### src/rtl/contador_nbits_mod.sv
// Parametrised modulo-MOD up/down counter with parallel load, wrap or saturate
// behaviour, combinational terminal count and registered wrap/load-error pulses.
module contador_nbits_mod #(
    parameter int unsigned     WIDTH    = 4,
    parameter longint unsigned MOD      = 16,
    parameter bit              SATURATE = 1'b0
) (
    input  logic             clk,
    input  logic             rst,
    input  logic             enable,
    input  logic             count,
    input  logic             up_down,
    input  logic             load,
    input  logic [WIDTH-1:0] load_val,
    output logic [WIDTH-1:0] salida,
    output logic             tc,
    output logic             wrap,
    output logic             load_err
);

    // The modulus may equal 2**WIDTH, so range checks use the top value rather than the modulus.
    localparam logic [WIDTH-1:0] MAX_VAL = WIDTH'(MOD - 64'd1);

    logic [WIDTH-1:0] cnt_q, cnt_d;
    logic             wrap_q, wrap_d;
    logic             err_q, err_d;
    logic             at_max, at_min, step;

    assign at_max = (cnt_q == MAX_VAL);
    assign at_min = (cnt_q == '0);
    assign step   = enable & count & ~load;

    always_comb begin
        cnt_d  = cnt_q;
        wrap_d = 1'b0;
        err_d  = 1'b0;
        if (enable && load) begin
            if (load_val <= MAX_VAL) begin
                cnt_d = load_val;
            end else begin
                cnt_d = MAX_VAL;
                err_d = 1'b1;
            end
        end else if (step) begin
            if (up_down) begin
                if (!at_max) begin
                    cnt_d = cnt_q + WIDTH'(1);
                end else if (!SATURATE) begin
                    cnt_d  = '0;
                    wrap_d = 1'b1;
                end
            end else begin
                if (!at_min) begin
                    cnt_d = cnt_q - WIDTH'(1);
                end else if (!SATURATE) begin
                    cnt_d  = MAX_VAL;
                    wrap_d = 1'b1;
                end
            end
        end
    end

    always_ff @(posedge clk) begin
        if (rst) begin
            cnt_q  <= '0;
            wrap_q <= 1'b0;
            err_q  <= 1'b0;
        end else begin
            cnt_q  <= cnt_d;
            wrap_q <= wrap_d;
            err_q  <= err_d;
        end
    end

    // Terminal count looks at the current state, so a chained stage steps on the same edge.
    assign tc       = step & (up_down ? at_max : at_min);
    assign salida   = cnt_q;
    assign wrap     = wrap_q;
    assign load_err = err_q;

endmodule

### config.mk
export PLATFORM = sky130hd
export DESIGN_NAME = contador_nbits_mod
export DESIGN_NICKNAME = d
export VERILOG_FILES = /design/src/rtl/contador_nbits_mod.sv
export SDC_FILE = /design/constraint.sdc
export NUM_CORES = 1
export LEC_CHECK = 0
export CAP_MARGIN = 20
export CORE_AREA = 3 3 40 42
export CTS_CLUSTER_SIZE = 30
export DETAILED_ROUTE_END_ITERATION = 6
export DIE_AREA = 0 0 43 45
export PLACE_DENSITY = 0.69
export SYNTH_ARGS = -nofsm -noshare
export SYNTH_HDL_FRONTEND = slang
export SYNTH_SLANG_ARGS = --single-unit
export TNS_END_PERCENT = 5
### constraint.sdc
create_clock -name clk -period 1.6 [get_ports clk]
set_input_delay 0.24 -clock clk [delete_from_list [all_inputs] [get_ports clk]]
set_output_delay 0.24 -clock clk [all_outputs]
set_load 0.005 [all_outputs]
# Word-level counts from Yosys, hierarchy flattened
# Cells that the tools add are included.
# op_classes
add_sub_neg,2
mul,0
div_mod_pow,0
n_lt_le_gt_ge,1
n_eq_ne,1
n_shift,0
mux,11
n_bitwise,6
n_reduce_logical,5
# ops
cell,count
$mux 4,6
$mux 1,5
$add 4x1->4 const B,1
$eq 4x4->1 const B,1
$le 4x4->1 const B,1
$logic_not 4->1,1
$sub 4x1->4 const B,1
$and 1x1->1,3
$not 1->1,3
$reduce_or 3->1,1
$reduce_bool 2->1,1
$reduce_or 2->1,1
$logic_and 1x1->1,1
# word_totals
register_bits,6
latchBits,0
ram_bits,0
romBits,0
inputBits,10
output_inout_bits,7
elab_cells,29
memories,0

# Longest topological paths before layout
# Gate-level depths: netlist of the first run.
# depth
depth_word,5
ltp_mapped,6
ltp_nobuf,6

# Least setup slack after synthesis of the first run
# OpenSTA, ideal clock, no wires.
# synth_path
path_kind,reg2reg
startpoint,register cnt_q[0] (netlist: salida[0])
endpoint,register cnt_q[3] (netlist: salida[3])
setup_time_ns,0.103
t_arrival_ns,1.429
required_ns,1.497
setup_slack_ns,0.067
path_stages_with_launch,7
path_buffers,0
period_less_slack_ns,1.533
path_cell_list,dfxtp_1 > inv_1 > ha_1 > o21bai_2 > a21oi_1 > o311a_1 > a2111oi_2
# synth_between
elab_chain_cells,5
word_cells_on_any_way,9
cone_classes,2 x add/sub; 1 x eq/ne; 5 x mux; 1 x reduce/logical
# synth_rtl
element,line_no,text
"start, declared",24,"logic [WIDTH-1:0] cnt_q, cnt_d;"
"start signal, assigned",69,cnt_q <= cnt_d;
"$sub 4x1->4, or another cell as far along",54,cnt_d = cnt_q - WIDTH'(1);
$mux 4 (on tied branches),"53, 46",
$mux 4 *,45,if (up_down) begin
$mux 4 *,44,end else if (step) begin
$mux 4 *,37,if (enable && load) begin
# Mark *: on every way between the ends. The rest lies on a longest branch, timed or not. The select of a mux whose other input is x is not followed.
# A chain may end at the register's enable or synchronous reset.

# Worst setup path in the final report of the first run
# layout_path
startpoint,register cnt_q[1] (netlist: salida[1])
endpoint,output tc
# layout_between
elab_chain_cells,3
word_cells_on_any_way,4
cone_classes,1 x eq/ne; 1 x mux; 1 x bitwise; 1 x reduce/logical
# layout_rtl
element,line_no,text
$eq 4x4->1 or $logic_not 4->1 (tied branches),"29, 30",
$mux 1 *,76,assign tc = step & (up_down ? at_max : at_min);
$and 1x1->1 *,76,
"end, declared",16,"output logic tc,"
# Mark *: on every way between the ends. The rest lies on a longest branch, timed or not.

==> summary.md, run 1 <==
| Metric | Value |
|---|---|
| Critical path type | register to output pin |
| Iter 0 DRT Violations | 11 |
| Max Clk Rate | just over 600 MHz |
| Non-Filler Instances | 100 |
| Avg Cell Area, Syn | about 8.0 um^2 |
| DR vias | 487 |
| Total GRT Usage | roughly 14% |
| Psw | 0.1368 mW |
| Vias in the first global route | between 400 and 500 |
| Root buf cell | clkbuf_4 |
| R2R depth | 8 |
| Mapped cell area | ~380 um^2 |
| Drt via density | approximately 4.9 |
| Leakage dissipation | 0.3271 nW |
| Failing checks | negative setup slack |
| Routed Antenna Nets | 0 |
| CTS tree | built |
| Initial antenna violation count | 0 |
| Net count, final | slightly below 100 |
| Status | finished, violations left |
| DRC violations left | 0 |
| Tot Pwr | roughly 0.48 mW |
| Data arrival time of the critical path | around 1.4 ns |
| Register bit count reported by yosys | 5 |
| Ys Warns | 0 |
| First-pass GRT wire length | about 2000 um |
| Sequential share of power | around 30% |
| Routed length per instance | roughly 12 um |
| Met2 Use GR | about a quarter |
| Die height | between 40 and 50 um |
| Worst setup EP type | output pin |
| Int Pwr | between 0.3 and 0.4 mW |
| Port bufs | 15 |
| DP HPWL | approximately 900 um |
| Switching Fraction | between 20% and 30% |
| Site Rows | 13 |
| Hold depth | 3 |
| Starting Density | between 20 and 30% |
| I/O pin count | 17 |
| Num CTS Buffers | 3 |
| Sequential share of the synthesized area | a little over a quarter |
| Post-layout min period | between 1.5 and 2 ns |
| Area Overhead vs Synth | 108.6% |
| Count of final setup violators | 1 |
| Clock Skews | about 0.0031 ns |
| Post-layout util | around three fifths |
| Number of hold buffers added after CTS | 0 |
| DIE WIDTH | approximately 43 um |
| # clock sinks | 5 |
| RePlAce Congestion | ~0.8 |
| Unique masters post-synth | 25 |
| Share of cells above drive strength 1 | a little over two fifths |
| Ys flop type | dfxtp_1 |
| WL final | approximately 1200 um |
| Largest net degree at the start of global routing | 9 |
| CP Max Fanout | 3 |
| Period utilization | 100.9% |
| Core ar. | approximately 1300 um^2 |
| Setup_tns | -0.01421 ns |
| Clock buffer depth | 2 |
| Max-slew violation count | 0 |
| Critical Path RT | 1.36 ns |
| CTS clk-pin slew, worst paths | 0.05 ns |
| RSZ-0062 raised after global routing | true |
| Top Usage Layer GRT | met2 |
| M1 GR Usage | between 10% and 20% |
| Ant diodes | 0 |
| Final worst slack | -0.01421 ns |
| Combinational power share | a little under two fifths |
| P per Cell Area | 605.4 nW/um^2 |
| Met3 GRT Util | under 10% |
| Drt pass-1 iters | 4 |
| Worst setup SP type | register |
| Later-pin clock latency in the skew report | about 0.25 ns |
| Max-cap violations | 0 |
| Worst min path class | input port to register |
| Mapped Cells | 47 |
| Syn Nets | 59 |
| Remaining Overflow, GRT | 0 |
| FFs w/ async S/R, synth | 0% |
| Die ar. | approximately 1900 um^2 |
| VDD IR-drop max | about 0.3 mV |
| Fin. Hold Viols | 0 |
| H-tree Lvls | 1 |
| Number of synthesized flops with an enable pin | 0 |
| Clock share of power | 32.8% |
| WHS | around 0.64 ns |
| Placed cell count | 90 |
## path summary, 6_finish.rpt
kind,from,endpoint,slack [ns]
setup reg to reg,salida[0]$_SDFFE_PP0P_,salida[3]$_SDFFE_PP0P_,0
hold reg to reg,salida[1]$_SDFFE_PP0P_,salida[1]$_SDFFE_PP0P_,0.65
setup / recovery,salida[1]$_SDFFE_PP0P_,tc,-0.01
hold / removal,load_val[3],salida[3]$_SDFFE_PP0P_,0.64
## critical path: stages, from the launching register on
cell     delay, ns
dfxtp_2       0.35
buf_6         0.11
ha_4          0.13
nand4_1       0.14
o31ai_4       0.09
and3_4        0.21
buf_6         0.09
## what timing repair did
action,CTS,global route
pin swaps,3,2
setup buffers,5,1
setup endpoints to repair,1,2
resized for setup,16,5
## sequential cells by signal, summed over array words and instances (netlist names)
signal / count
salida: 4
wrap: 1
## cell usage in the layout, fill, tap and decap left out
cell,count
inv_2,1
o31ai_4,1
inv_4,1
buf_4,19
a221oi_1,1
nor2b_1,2
nand2_1,2
xnor2_1,1
nor2_1,4
ha_4,2
nor4_1,1
a21oi_1,3
and3_1,2
inv_1,1
o21a_1,2
a2111oi_2,1
o21bai_2,1
a22oi_1,2
and3_4,1
nand2b_4,1
a22o_1,2
dfxtp_1,3
dfxtp_4,1
nor4b_1,1
dfxtp_2,1
o21ai_0,4
clkbuf_4,3
o311a_1,1
nand4_1,1
clkbuf_1,1
conb_1,1
buf_6,3
clkdlybuf4s50_1,14
## kinds of logic after synthesis
logic type,count (synthesis),synth area share (%)
AOI/OAI and AO/OA,18,35.88
and+or+nand+nor,15,21.60
buffers and inverters,5,5.980
DFF,5,26.58
adders and majority gates,2,6.643
xor gates and xnor gates,1,2.326
other,1,0.9957
## per-layer routing
metal | part of all wire [%] | up-vias
met3 | 4.4 | 0
met4 | 0 | 0
met5 | 0 | -
met2 | 52 | 17
li1 | - | 252
met1 | 43 | 218
## layout make-up
class | count | area (um^2)
flip-flops and latches | 5 | 105.1
clock buffers | 4 | 26.28
well taps | 15 | 18.77
repair buffers | 36 | 316.6
multi-input cells | 37 | 305.3
inverters | 3 | 13.76
fillers | 118 | 499.2
## through the flow
stage / instance area, um^2 / setup slack (ns)
floorplan: 376.6 / 0.06725
global placement: 646.9 / -0.3324
detailed placement: 646.9 / -0.3749
CTS: 750.7 / -0.003045
global route: 785.8 / -0.09623
finish: 785.8 / -0.01421
## power by group through the flow
stage	logic (mW)	clock network, mW	registers [mW]
2_1_floorplan	0.0532	0	0.146
3_3_place_gp	0.141	0	0.142
5_1_grt	0.192	0.170	0.144
6_report	0.177	0.156	0.143
4_1_cts	0.168	0.161	0.141
3_5_place_dp	0.142	0	0.142
## cell usage after synthesis (all sizes together), types with 2 or more instances
master | n | area, um^2
nand2 | 2 | 7.510
nor2b | 2 | 12.51
nor2 | 4 | 15.01
o21a | 2 | 15.01
a21oi | 3 | 15.01
a22oi | 2 | 15.01
a22o | 2 | 17.52
ha | 2 | 25.02
inv | 3 | 11.26
o21ai | 4 | 20.02
and3 | 3 | 18.77
dfxtp | 5 | 100.1
Power figures use the tool's default switching activity.
==> run 2: changes to the inputs <==
Settings changed: GPL_TIMING_DRIVEN set to 1, HOLD_SLACK_MARGIN set to 0.02.
==> results of run 2 <==
No change in the layout: final DEF, timing and power equal those of run 1.
